[src/rtl/serial_add_pkg.sv]
// Shared types and constants for the bit-serial adder controller.
//   state_e       : controller FSM encoding (IDLE/RUN/DONE)
//   WIDTH_DEFAULT : default operand/result width
package serial_add_pkg;

    localparam int unsigned WIDTH_DEFAULT = 8;

    typedef enum logic [1:0] {
        IDLE = 2'd0,
        RUN  = 2'd1,
        DONE = 2'd2
    } state_e;

endpackage : serial_add_pkg

[src/rtl/fa_cell.sv]
// Combinational 1-bit full adder cell.
//   a, b, ci : addend bits and carry-in
//   s, co    : sum bit and carry-out
module fa_cell (
    input  logic a,
    input  logic b,
    input  logic ci,
    output logic s,
    output logic co
);

    logic p;

    assign p  = a ^ b;
    assign s  = p ^ ci;
    assign co = (a & b) | (ci & p);

endmodule : fa_cell

[src/rtl/serial_add_ctrl.sv]
// Bit-serial adder controller: feeds one fa_cell LSB-first over WIDTH cycles.
// Ports:
//   clk, rst_n          : clock (rising edge), async active-low reset
//   in_valid, in_ready  : operand handshake (in_ready only in IDLE)
//   a, b, cin, sub      : operands, carry-in, subtract request
//   out_valid, out_ready: result handshake (out_valid held until accepted)
//   sum, cout           : result and final carry-out, stable while out_valid
//   busy                : high while an operation is in RUN or DONE
// Build option: SERIAL_ADD_SUB_EN enables subtraction via sub (a + ~b + 1);
// without it, sub is ignored and the block is a pure adder.
module serial_add_ctrl
    import serial_add_pkg::*;
#(
    parameter int unsigned WIDTH = WIDTH_DEFAULT
) (
    input  logic             clk,
    input  logic             rst_n,
    input  logic             in_valid,
    output logic             in_ready,
    input  logic [WIDTH-1:0] a,
    input  logic [WIDTH-1:0] b,
    input  logic             cin,
    input  logic             sub,
    output logic             out_valid,
    input  logic             out_ready,
    output logic [WIDTH-1:0] sum,
    output logic             cout,
    output logic             busy
);

    localparam int unsigned CNT_W = $clog2(WIDTH + 1);

    state_e           state;
    state_e           state_nxt;
    logic [WIDTH-1:0] a_sh;
    logic [WIDTH-1:0] b_sh;
    logic             carry;
    logic [CNT_W-1:0] cnt;

    logic             accept;
    logic             release_res;
    logic             last_bit;
    logic [WIDTH-1:0] b_load;
    logic             carry_load;
    logic             cell_s;
    logic             cell_co;

    assign accept      = in_valid && in_ready;
    assign release_res = out_valid && out_ready;
    assign last_bit    = (state == RUN) && (cnt == CNT_W'(WIDTH - 1));

    // Operand preparation: subtraction is a + ~b with the carry forced to 1.
`ifdef SERIAL_ADD_SUB_EN
    assign b_load     = sub ? ~b : b;
    assign carry_load = sub ? 1'b1 : cin;
`else
    logic unused_sub;
    assign unused_sub = sub;
    assign b_load     = b;
    assign carry_load = cin;
`endif

    fa_cell u_fa_cell (
        .a  (a_sh[0]),
        .b  (b_sh[0]),
        .ci (carry),
        .s  (cell_s),
        .co (cell_co)
    );

    // State register.
    always_ff @(posedge clk or negedge rst_n) begin
        if (!rst_n) begin
            state <= IDLE;
        end else begin
            state <= state_nxt;
        end
    end

    // Next-state logic.
    always_comb begin
        state_nxt = state;
        unique case (state)
            IDLE:    if (accept)      state_nxt = RUN;
            RUN:     if (last_bit)    state_nxt = DONE;
            DONE:    if (release_res) state_nxt = IDLE;
            default:                  state_nxt = IDLE;
        endcase
    end

    // Handshake/status outputs registered from the next state.
    always_ff @(posedge clk or negedge rst_n) begin
        if (!rst_n) begin
            in_ready  <= 1'b1;
            out_valid <= 1'b0;
            busy      <= 1'b0;
        end else begin
            in_ready  <= (state_nxt == IDLE);
            out_valid <= (state_nxt == DONE);
            busy      <= (state_nxt != IDLE);
        end
    end

    // Datapath: capture on accept, one bit per RUN cycle, frozen otherwise.
    always_ff @(posedge clk or negedge rst_n) begin
        if (!rst_n) begin
            a_sh  <= '0;
            b_sh  <= '0;
            carry <= 1'b0;
            cnt   <= '0;
            sum   <= '0;
            cout  <= 1'b0;
        end else if (accept) begin
            a_sh  <= a;
            b_sh  <= b_load;
            carry <= carry_load;
            cnt   <= '0;
            sum   <= '0;
            cout  <= 1'b0;
        end else if (state == RUN) begin
            sum   <= {cell_s, sum[WIDTH-1:1]};
            carry <= cell_co;
            a_sh  <= a_sh >> 1;
            b_sh  <= b_sh >> 1;
            cnt   <= cnt + CNT_W'(1);
            if (last_bit) begin
                cout <= cell_co;
            end
        end
    end

endmodule : serial_add_ctrl

[config.mk]
export PLATFORM = sky130hd
export DESIGN_NAME = serial_add_ctrl
export DESIGN_NICKNAME = d
export VERILOG_FILES = /design/src/rtl/serial_add_pkg.sv /design/src/rtl/fa_cell.sv /design/src/rtl/serial_add_ctrl.sv
export SDC_FILE = /design/constraint.sdc
export NUM_CORES = 1
export LEC_CHECK = 0
export CAP_MARGIN = 20
export CORE_MARGIN = 1
export CORE_UTILIZATION = 44
export CTS_CLUSTER_DIAMETER = 30
export DETAILED_ROUTE_END_ITERATION = 10
export HOLD_SLACK_MARGIN = 0.08
export PLACE_DENSITY = 0.74
export SLEW_MARGIN = 20
export SYNTH_ARGS = -nofsm -noshare
export SYNTH_HDL_FRONTEND = slang
export SYNTH_SLANG_ARGS = --single-unit
[constraint.sdc]
create_clock -name clk -period 1.15 [get_ports clk]
set_input_delay 0.23 -clock clk [delete_from_list [all_inputs] [get_ports clk]]
set_output_delay 0.23 -clock clk [all_outputs]
set_load 0.005 [all_outputs]
After elaboration in Yosys (flattened, before gate mapping)
Cells that the tools add are included.
{"block": "totals", "register_bits": 35, "inputBits": 22, "out_inout_bits": 12, "wordCells": 46}
{"block": "classes", "n_addsub": 1, "eq_ne": 4, "mux": 17, "bitwise": 5, "reduce_logical": 9}
{"cell": "$mux W8", "count": 6}
{"cell": "$mux W4", "count": 2}
{"cell": "$mux W2", "count": 3}
{"cell": "$pmux W2 S3", "count": 1}
{"cell": "$reduce_bool A2 Y1", "count": 3}
{"cell": "$mux W1", "count": 5}
{"cell": "$add A4 B1 Y4 const B", "count": 1}
{"cell": "$eq A2 B2 Y1 const B", "count": 2}
{"cell": "$eq A4 B3 Y1 const B", "count": 1}
{"cell": "$logic_not A2 Y1", "count": 2}
{"cell": "$logic_and A1 B1 Y1", "count": 3}
{"cell": "$and A1 B1 Y1", "count": 2}
{"cell": "$eq A2 B1 Y1 const B", "count": 1}
{"cell": "$reduce_and A2 Y1", "count": 1}
{"cell": "$xor A1 B1 Y1", "count": 2}
{"cell": "$or A1 B1 Y1", "count": 1}

Depth between registers and ports, before layout
{"block": "logic_depth", "ltp_word": 6, "ltp_mapped": 5, "mapped_depth_nobuf": 4}

Cells and area by module
Synthesis repeated with hierarchy kept, for this count alone.
{"block": "unflattened", "hier_cells": 164, "area_unflattened_um2": 1511.4}
{"mod": "serial_add_ctrl", "instances": 1, "cells_per_inst": 163, "area_per_inst_um2": 1491.4}
{"mod": "fa_cell", "instances": 1, "cells_per_inst": 1, "area_per_inst_um2": 20.0}

Worst setup path before layout
OpenSTA, ideal clock, no wires.
{"block": "synth_path", "kind": "reg2reg", "startpoint": "register in_ready", "endpoint": "register cnt[0]", "setup_time_ns": 0.121, "arrival_time_ns": 1.093, "path_slack_ns": -0.064, "path_stages_with_launch": 5, "path_cell_list": "dfstp_2 > and2_1 > clkbuf_1 > buf_2 > nor2_1"}
{"block": "synth_between", "elab_chain_cells": 2}
{"element": "from (decl)", "line": "serial_add_ctrl.sv:19", "text": "output logic in_ready,"}
{"element": "from (signal assigned)", "line": "serial_add_ctrl.sv:98", "text": "in_ready <= (state_nxt == IDLE);"}
{"element": "$logic_and A1 B1 Y1 (*)", "line": "serial_add_ctrl.sv:48", "text": "assign accept = in_valid && in_ready;"}
{"element": "$mux W4 or $reduce_bool A2 Y1 (tied branches)"}
{"element": "to (signal assigned)", "line": "serial_add_ctrl.sv:125", "text": "cnt <= cnt + CNT_W'(1);"}
{"element": "to (decl)", "line": "serial_add_ctrl.sv:38", "text": "logic [CNT_W-1:0] cnt;"}
Every way passes the cells marked *; elsewhere a longest branch is shown, timed or not.
A chain may end at the register's enable or synchronous reset.

Final worst setup path
{"block": "layout_path", "startpoint": "register state[1]", "endpoint": "register cnt[0]"}
{"block": "layout_between", "elab_chain_cells": 2}
{"element": "from (decl)", "line": "serial_add_ctrl.sv:33", "text": "state_e state;"}
{"element": "from (signal assigned)", "line": "serial_add_ctrl.sv:76", "text": "state <= state_nxt;"}
{"element": "$eq A2 B1 Y1", "line": "serial_add_ctrl.sv:120", "text": "end else if (state == RUN) begin"}
{"element": "$reduce_bool A2 Y1 (no source line)"}
No other way between the ends.

==> impl_metrics.yaml <==
layout:
  drive_above_1_share_pct: 37.4
  final_common_cell: "nand2_1"
  antennaDiodeCount: 0
  final_cell_mix: "nand2_1, dfrtp_1, clkdlybuf4s50_1"
  seqCellArea_sq_um: 878
  multiInputGateArea_sq_um: 741
  fillCellCount: 243
  nNetsFinal: 244
  syn2layout_area_growth_pct: 51.0
  fin_util_pct: 72.3
logic_synthesis:
  async_flop_share_pct: 100
  synth_cell_types: 26
  ys_warn_count: 0
  synth_edf_count: 0
  postSynthAreaPerCell_sq_um: 9.21
  synth_nets: 188
  synth_flop_cell: "dfrtp_1"
  ys_seq_elements: 35
  syn_inst: 164
  netlist_area_sq_um: 1510
  seq_area_frac_synth_pct: 58.1
clock_network:
  numCtsBuffers: 5
  clk_path_buf_depth: 2
  cts_tree: "done"
  clk_latency_ns: 0.33
  path_clk_slew_ns: 0.10
  hold_buffers: 0
  clkSinkCount: 35
  htree_levels: 2
  root_buffer: "clkbuf_4"
route:
  wl_um: 3950
  final_antenna_net_count: 0
  drt_iter0_markers: 84
  firstDrtPassIters: 4
  wl_per_cell_um: 15.0
  drc: 0
  via_per_inst: 5.24
  vias: 1379
setup_path:
  setup.worst_path.end_class: "flip-flop"
  reg2reg_depth: 4
  required_ns: 1.37
  start_kind: "flip-flop"
  arrival_ns: 1.45
  worstReg2RegStart: "state[1]$_DFF_PN0_"
  worst_r2r_endpoint: "cnt[0]$_DFFE_PN0P_"
  r2r_slack_ns: -0.08
  crit_fanout: 8
  path_class: "reg -> reg"
outcome:
  violations: "setup timing"
  status: "finished with violations"
place:
  hpwl_um: 2260
  port-buffer-count: 32
  gp_congestion: 0.726
sta:
  worstMarginPinSlew_ns: 0.221
  fmax_ghz: 0.815
  finalCriticalPeriod_ns: 1.23
  hold_slack_ns: 0.267
  period_share_pct: 107
  finalHoldViolations: 0
  slew_viol_final: 0
  setup_slack_ns: -0.0768
  slew_headroom_pct: 85.2
  setup_violations: 32
  skew_ns: 0.00846
  rsz0062_at_grt: "yes"
pwr:
  ir_drop_v: 0.00167
  p_leak_uw: 0.00103
  power.density_nw_per_um2: 2650
  power_uw: 6040
floorplanning:
  die_w_um: 60.6
  dieArea_sq_um: 3670
  die_h_um: 60.6
  start_util_pct: 47.9
  ioPinCount: 34
  core_sq_um: 3150
  rows: 20
grt:
  grt_max_degree: 36
  overflow: 0
  grt_pass1_vias: 1408
  antenna_found_initial: 0
  grt_pass1_wl_um: 6040
  grt_usage_pct: 23.1
worst_hold_path:
  hold_path.class: "in -> async"
run:
  cap_violations: 0
==> layout make-up <==
| cell class | count | area share [%] |
|---|---|---|
| clock buffers | 6 | 1.81 |
| flip-flops and latches | 35 | 38.5 |
| well taps | 44 | 2.41 |
| repair buffers | 60 | 24.8 |
| multi-input cells | 118 | 32.5 |
==> worst max-delay path, stage by stage, from the launching register on <==
cell and delay (ns):
dfrtp_1 0.43, and2b_4 0.33, buf_8 0.15, xnor2_1 0.14, nor2_1 0.06
==> state kept, by name (all words and copies together), names as in the netlist <==
name,flops
a_sh,8
b_sh,8
sum,8
cnt,4
state,2
busy,1
carry,1
cout,1
in_ready,1
out_valid,1
==> where the power goes <==
group          switching (uW)  internal, uW  total (uW)
Sequential                355          1810        2160
Combinational            1630          1660        3290
Clock                     375           217         592
==> layer usage <==
layer  global-route usage (%)  wire (um)  vias to the layer above
met5                        0          0                        -
met1                     27.4       1600                      678
met2                     39.1       2110                       43
met4                     9.09         34                        0
met3                     7.25        194                        4
li1                         -          -                      654
==> cells in the mapped netlist, types with 2 or more instances <==
library cell	n	area share, %
a21oi_1	11	3.6
clkbuf_1	3	0.75
dfrtp_1	34	56
a31oi_1	15	6.2
nor2_1	20	5.0
o21ai_0	4	1.3
nand2b_1	2	0.83
a22o_1	2	1.2
nand2_1	52	13
buf_2	5	1.7
==> timing repair <==
item / 4_1_cts / 5_1_grt
gates cloned: 3 / 1
resized for setup: 67 / 36
pin swaps: 10 / 13
endpoints found under the setup margin: 39 / 35
buffers inserted: 11 / 0
==> metrics by stage <==
| stage | setup TNS [ns] | instance area (sq um) | setup slack [ns] | cells |
|---|---|---|---|---|
| 6_report | -1.41 | 2280 | -0.0768 | 263 |
| 5_1_grt | -2.53 | 2280 | -0.106 | 263 |
| 4_1_cts | -0.270 | 2110 | -0.0777 | 262 |
| 3_5_place_dp | -4.02 | 1960 | -0.195 | 242 |
| 3_3_place_gp | -3.08 | 1960 | -0.155 | 242 |
| 2_1_floorplan | -0.278 | 1520 | -0.0253 | 164 |
==> cells by family (layout without fill, tap and decap cells) <==
kind of cell	Yosys count	after routing	synth area share (%)
XOR/XNOR	2	2	1.16
adder cells (fa/ha/maj)	2	2	2.15
buffers and inverters	11	66	3.89
AND/OR/NAND/NOR	80	80	21.2
flip-flops	35	35	58.1
AO/OA/AOI/OAI	33	33	12.8
multiplexers	1	1	0.663
==> worst max path at each step <==
stage               cells after the start  slack (ns)                  end                from
floorplan                               5       -0.03  a_sh[0]$_DFFE_PN0P_  state[1]$_DFF_PN0_
global placement                        4       -0.16  a_sh[7]$_DFFE_PN0P_            in_valid
detailed placement                      4       -0.19  b_sh[7]$_DFFE_PN0P_            in_valid
CTS                                     1       -0.08             in_ready  in_ready$_DFF_PN1_
global route                            4       -0.11  b_sh[2]$_DFFE_PN0P_  state[1]$_DFF_PN0_
finish                                  4       -0.08   cnt[0]$_DFFE_PN0P_  state[1]$_DFF_PN0_
No activity file was read; power rests on OpenSTA's default activity.
